===== config.mk =====
export PLATFORM = sky130hd
export DESIGN_NAME = spw_ser_tx
export DESIGN_NICKNAME = d
export VERILOG_FILES = /design/src/rtl/spw_ser_tx.sv
export SDC_FILE = /design/constraint.sdc
export NUM_CORES = 1
export LEC_CHECK = 0
export CAP_MARGIN = 20
export CORE_MARGIN = 3
export CORE_UTILIZATION = 40
export DETAILED_ROUTE_END_ITERATION = 8
export PLACE_DENSITY = 0.62
export SLEW_MARGIN = 10
export SYNTH_ARGS = -nofsm -noshare
export SYNTH_HDL_FRONTEND = slang
export SYNTH_SLANG_ARGS = --single-unit
export TNS_END_PERCENT = 5

===== constraint.sdc =====
create_clock -name CLK -period 1.73 [get_ports CLK]
set_input_delay 0.519 -clock CLK [delete_from_list [all_inputs] [get_ports CLK]]
set_output_delay 0.519 -clock CLK [all_outputs]
set_load 0.02 [all_outputs]

===== src/rtl/spw_ser_tx.sv =====
// spw_ser_tx: parallel-to-serial transmitter for the SelectIO transmit path, MSB first.
// Latency: a word accepted while idle drives its first bit on Q after the accepting edge.
// Backpressure: one-word holding register; DIN_READY low while it is occupied.
//
// Ports:
//   CLK, RST_N      clock, asynchronous active-low reset
//   DIN/DIN_VALID   parallel word in; accepted when DIN_VALID && DIN_READY
//   DIN_READY       holding register empty (combinational from registers and RST_N)
//   Q               registered serial data, IDLE_LEVEL when nothing is shifting
//   BUSY            a word is being shifted onto Q
//   WORD_DONE       pulse while the last bit of a word is on Q
//   GAP             pulse on the first idle cycle after a word (underrun)
module spw_ser_tx #(
  parameter int   DATA_WIDTH = 8,
  parameter logic IDLE_LEVEL = 1'b0
) (
  input  logic                  CLK,
  input  logic                  RST_N,
  input  logic [DATA_WIDTH-1:0] DIN,
  input  logic                  DIN_VALID,
  output logic                  DIN_READY,
  output logic                  Q,
  output logic                  BUSY,
  output logic                  WORD_DONE,
  output logic                  GAP
);

  localparam int CW = $clog2(DATA_WIDTH);
  localparam logic [CW-1:0] CNT_LAST = CW'(DATA_WIDTH - 1);

  typedef enum logic {
    ST_IDLE  = 1'b0,
    ST_SHIFT = 1'b1
  } st_t;

  st_t                   r_st;
  logic [CW-1:0]         r_cnt;
  logic [DATA_WIDTH-1:0] r_sr;
  logic [DATA_WIDTH-1:0] r_hold;
  logic                  r_hv;
  logic                  r_q;
  logic                  r_word_done;
  logic                  r_gap;

  st_t                   w_st_nxt;
  logic [CW-1:0]         w_cnt_nxt;
  logic [DATA_WIDTH-1:0] w_sr_nxt;
  logic [DATA_WIDTH-1:0] w_hold_nxt;
  logic                  w_hv_nxt;
  logic                  w_q_nxt;
  logic                  w_word_done_nxt;
  logic                  w_gap_nxt;

  logic                  w_accept;
  logic                  w_load_evt;
  logic [DATA_WIDTH-1:0] w_load_src;
  logic [CW-1:0]         w_cnt_inc;

  assign DIN_READY  = !r_hv && RST_N;
  assign w_accept   = DIN_VALID && DIN_READY;
  // The shifter can take a new word when idle or while its last bit is on Q;
  // loading on the last-bit edge is what makes back-to-back words gapless.
  assign w_load_evt = (r_st == ST_IDLE) || (r_cnt == CNT_LAST);
  // A held word always has priority; DIN can only be accepted when HOLD is empty.
  assign w_load_src = r_hv ? r_hold : DIN;
  assign w_cnt_inc  = r_cnt + CW'(1);

  always_ff @(posedge CLK or negedge RST_N) begin
    if (!RST_N) begin
      r_st        <= ST_IDLE;
      r_cnt       <= '0;
      r_sr        <= '0;
      r_hold      <= '0;
      r_hv        <= 1'b0;
      r_q         <= IDLE_LEVEL;
      r_word_done <= 1'b0;
      r_gap       <= 1'b0;
    end else begin
      r_st        <= w_st_nxt;
      r_cnt       <= w_cnt_nxt;
      r_sr        <= w_sr_nxt;
      r_hold      <= w_hold_nxt;
      r_hv        <= w_hv_nxt;
      r_q         <= w_q_nxt;
      r_word_done <= w_word_done_nxt;
      r_gap       <= w_gap_nxt;
    end
  end

  always_comb begin
    w_st_nxt        = r_st;
    w_cnt_nxt       = r_cnt;
    w_sr_nxt        = r_sr;
    w_hold_nxt      = r_hold;
    w_hv_nxt        = r_hv;
    w_q_nxt         = r_q;
    w_word_done_nxt = 1'b0;
    w_gap_nxt       = 1'b0;

    if (w_load_evt) begin
      if (r_hv || w_accept) begin
        w_sr_nxt  = w_load_src;
        w_q_nxt   = w_load_src[DATA_WIDTH-1];
        w_cnt_nxt = '0;
        w_st_nxt  = ST_SHIFT;
        w_hv_nxt  = 1'b0;
      end else begin
        // Nothing to send: fall back to the idle level and flag an underrun
        // only if a word was actually being shifted.
        w_st_nxt  = ST_IDLE;
        w_q_nxt   = IDLE_LEVEL;
        w_cnt_nxt = '0;
        w_gap_nxt = (r_st == ST_SHIFT);
      end
    end else begin
      // Rotate rather than shift so the register stays fully used; the bit
      // after the current one is always at DATA_WIDTH-2 of the rotated word.
      w_sr_nxt        = {r_sr[DATA_WIDTH-2:0], r_sr[DATA_WIDTH-1]};
      w_q_nxt         = r_sr[DATA_WIDTH-2];
      w_cnt_nxt       = w_cnt_inc;
      w_word_done_nxt = (w_cnt_inc == CNT_LAST);
      if (w_accept) begin
        w_hold_nxt = DIN;
        w_hv_nxt   = 1'b1;
      end
    end
  end

  assign Q         = r_q;
  assign BUSY      = (r_st == ST_SHIFT);
  assign WORD_DONE = r_word_done;
  assign GAP       = r_gap;

endmodule


* Word level (Yosys, flattened, before mapping) *
Cells that the tools add are included.

cells by class
  add/subtract/negate cells = 1
  $mul = 0
  divide/modulo/power cells = 0
  order comparisons = 0
  equality and inequality tests = 3
  shift operators = 0
  mux-type cells = 13
  bitwise logic cells = 2
  reduce and logical (&&, ||, !) cells = 8

operators by type and width
  kind                                                              count
  8-bit 2-to-1 mux                                                  3
  1-bit 2-to-1 mux                                                  9
  3-bit == test (second input constant)                             2
  2-bit AND reduction                                               2
  3-bit by 1-bit adder with 3-bit output (second input constant)    1
  3-bit 2-to-1 mux                                                  1
  1-bit logical AND                                                 2
  1-bit logical OR                                                  2
  2-bit by 1-bit != test with 1-bit output (second input constant)  1
  1-bit inverter                                                    2
  2-bit nonzero test                                                1
  1-bit logical NOT                                                 1

word-level totals
  register bits after elaboration = 24
  bits in latches = 0
  memory bits (writable) = 0
  bits in read-only memories = 0
  logic and storage cells = 35
  memories kept = 0

* Depth between registers and ports, before layout *
  word-level depth = 6
  mapped depth = 6
  mapped depth without buffers = 5

* Worst setup path before layout *
No wires, ideal clock.

  path kind = register to register
  from = register r_cnt[0]
  to = register r_hold[0]
  arrival = 1.501 ns
  setup slack = 0.104 ns
  cell stages (with the launch flop) = 6
  path buffers = 0
  clock period less this slack = 1.626 ns
  cells stage by stage = dfrtp_1 ha_1 ha_1 nand2b_2 nor2_8 mux2_2

on the way
  cells in the longest elaborated chain, start to end = 4

RTL lines
  item                                  RTL line  RTL
  start: declaration                    37        logic [CW-1:0] r_cnt;
  start signal: assignment              80        r_cnt <= w_cnt_nxt;
  3-bit == test                         63        assign w_load_evt = (r_st == ST_IDLE) || (r_cnt == CNT_LAST);
  1-bit logical OR                      63
  1-bit inverter (no source line)       --
  2-bit AND reduction (no source line)  --
  end signal: assignment                82        r_hold <= w_hold_nxt;
  end: declaration                      39        logic [DATA_WIDTH-1:0] r_hold;

Every way passes these cells.
A chain may end at the register's enable or synchronous reset.

* Worst setup path in the final report *
  from = register r_cnt[0]
  to = register r_hold[1]

The elaborated chain is that of the path after synthesis.

==> results.txt <==
outcome: finished clean
Total GRT Usage: 14.4%
Critical Path Fanout Max: 8
post-synthesis to final-layout area growth: 28.4%
nets@finish: 131
xor/xnor cell area share of the yosys netlist: 0%
cells taking the most area after synthesis: dfrtp_1 57%, o21ai_0 8.1%, mux2_2 6.5%
H-tree depth: 1
total wirelength of the detailed-routed design: 2.10 mm
via count of the first global-routing pass: 794
Die Footprint: 0.00327 sq mm
CP max-delay cell: dfrtp_1
final worst-path cycle share: 96.5%
fraction of the mapped netlist area in compound gates: 14.2%
number of detailed-route iterations in the first pass: 4
hold-fix buffer count after cts: 0
post-synthesis net count: 103
Rel. slew slack: 79.5%
post-synthesis average cell area: 11.8 sq um
largest net degree at the start of global routing: 30
synthesized area: 0.00105 sq mm
count of standard-cell rows: 17
effective utilization at floorplan: 44.8%
count of mapped cells out of synthesis: 89
Clock Tree Buf Depth: 2
flop-to-flop setup slack: 0.06 ns
layout cell share with drive strength beyond 1: 22.4%
top-count cell post-synth: dfrtp_1
worst endpoint data arrival time: 1.87 ns
number of flip-flops and latches in the synthesized netlist: 24
setup repair after global routing missed its margin: false
final non-filler cell area: 0.00135 sq mm
I/O pin cnt: 16
number of remaining DRC errors: 0
Clock transition at path regs: 0.14 ns
maximum clock skew at final layout: 0.0154 ns
CTS Buf Count: 3
CTS sink cnt: 24
Final Total Pwr: 2270 uW
number of antenna violations at the first check in global routing: 0
number of library cell types mapped by synthesis: 21
required time worst endpoint: 1.94 ns
fillcell total: 212
cell type group with the largest total delay on the critical path: simple AND/OR/NAND/NOR gates
Hold Violations, Final: 0
Commonest cells post-synth: 24 x dfrtp_1, 17 x o21ai_0, 10 x nand2_1, 7 x o22ai_1, 6 x mux2_2
final-layout worst hold slack: 0.288 ns
launch instance of the worst register-to-register path: r_cnt[0]
critical path startpoint: r_cnt[0]
crit path time final: 1.67 ns
post-DR wirelength/cell: 14.6 um
hold crit path type: in -> async
proportion of synthesized area in mux cells: 10.3%
main combinational cell family by area after synthesis: compound AO/OA/AOI/OAI gates
max-slew violation count: 0
total of warnings raised by yosys: 0
grt total ovfl: 0
weighted congestion at the end of routability-driven global placement: 0.716
Die Width: 57.2 um
ordered list of cells on the worst path: ha_1, ha_1, nand2b_2, nor2_8, mux2_2
vertical die dimension: 57.2 um
Top FF cell, synth: dfrtp_1
start-to-end type of the worst setup path: reg -> reg
leakage power: 0.000624 uW
Most common cell on crit path: ha_1
cell type with the largest total area after synthesis: dfrtp_1
Critical Path Max Stage Delay: 0.40 ns
areal power density over the cells: 1690 mW/mm^2
sort of element at the start of the critical path: flip-flop
number of enable flip-flop cells after synthesis: 0
final-report setup violation count: 0
simple-gate portion of the synthesized area: 12.9%
first-iteration detailed-routing DRC count: 8
CTS Root Buffer Type: clkbuf_4
post-synthesis share of cell area spent on full adders, half adders and majority gates: 3.58%
maximum VDD drop: 0.755 mV
Critical Path Sink Type: flip-flop
residual antenna-violating net count after detailed routing: 0
# port buffers: 15
post-detailed-placement cell area: 0.00129 sq mm
TritonCTS clock tree: done
source-to-sink clock delay at the later pin of the worst-skew pair: 0.32 ns
MaxCap Viol Count: 0
Slew @ Worst Pin: 0.306 ns
global-route wire length before repair: 3.69 mm
HPWL after detailed placement: 1.39 mm
capture point of the worst reg-to-reg path: r_hold[1]
sequential element share of the synthesized area: 57.3%
worst r2r path cells: 5
worst path bufs/invs: 0
area share of the largest cell type after synthesis: 57.3%
detailed-route via count: 750
fraction of synthesis flops using an asynchronous set or reset pin: 100%
vias per cell: 5.21
highest clock rate: 599 MHz
total core area: 0.00234 sq mm
Antenna diodes: 0
[repair_timing]
| item | CTS | global route |
|---|---|---|
| gates cloned | 0 | 0 |
| endpoints found under the setup margin | 17 | 5 |
| setup buffers | 0 | 1 |
| pin swaps | 0 | 1 |
| resized for setup | 11 | 0 |
[cell families after synthesis]
| family | count (synthesis) |
|---|---|
| multiplexers | 9 |
| AND/OR/NAND/NOR | 22 |
| adder cells (fa/ha/maj) | 3 |
| flip-flops | 24 |
| buffers and inverters | 4 |
| AO/OA/AOI/OAI | 27 |
[power breakdown]
part           internal, uW  switching, uW  total, uW
Combinational           455            455        910
Clock                   234            172        406
Sequential              823            132        955
Total                  1510            760       2270
[layout make-up]
cell class                 instances  area [sq um]  area share (%)
sequential                        24           601            44.7
multi-input combinational         61           429            31.9
timing repair buffer              25           220            16.4
tap                               28          35.0            2.60
clock inverter                     1          30.0            2.23
clock buffer                       3          22.5            1.67
inverter                           2          7.51           0.558
[cells in the final DEF, fill, tap and decap left out]
master	count
a211oi_1	1
a21o_1	1
a21oi_1	1
and2_1	1
and3_1	3
buf_4	10
buf_6	1
bufinv_16	1
clkbuf_4	3
clkdlybuf4s50_1	9
clkinv_1	1
dfrtp_1	24
dlygate4sd2_1	5
ha_1	3
inv_1	1
mux2_2	6
mux2_4	2
mux2i_1	1
nand2_1	10
nand2b_2	1
nand3b_4	1
nor2_1	3
nor2_8	1
nor2b_1	2
o21ai_0	17
o22ai_1	7
[worst max path at each step]
stage	end	depth (start not counted)
3_3_place_gp	DIN_READY	3
5_1_grt	r_hold[2]	5
6_report	r_hold[1]	5
3_5_place_dp	DIN_READY	3
4_1_cts	r_hold[1]	5
2_1_floorplan	r_hold[0]	5
[sequential cells by signal, summed over array words and instances (netlist names)]
register   cells
BUSY           1
WORD_DONE      1
r_hold         8
r_sr           8
Q              1
r_hv           1
GAP            1
r_cnt          3
[per-stage QoR]
| step | TNS (ns) | util [%] | setup WS [ns] | instances |
|---|---|---|---|---|
| floorplan | 0 | - | 0.104 | 89 |
| global placement | -7.26 | 55.1 | -0.534 | 139 |
| detailed placement | -7.31 | 55.1 | -0.513 | 139 |
| CTS | 0 | 57.2 | 0.0220 | 143 |
| global route | 0 | 57.5 | 0.00206 | 144 |
| finish | 0 | 57.5 | 0.0611 | 144 |
[layer usage]
metal	track usage, %	wire length [um]
met5	0	0
met4	5.96	13
met1	19.7	1030
met2	22.7	1000
met3	2.26	55
(Power assumes the default switching activity.)
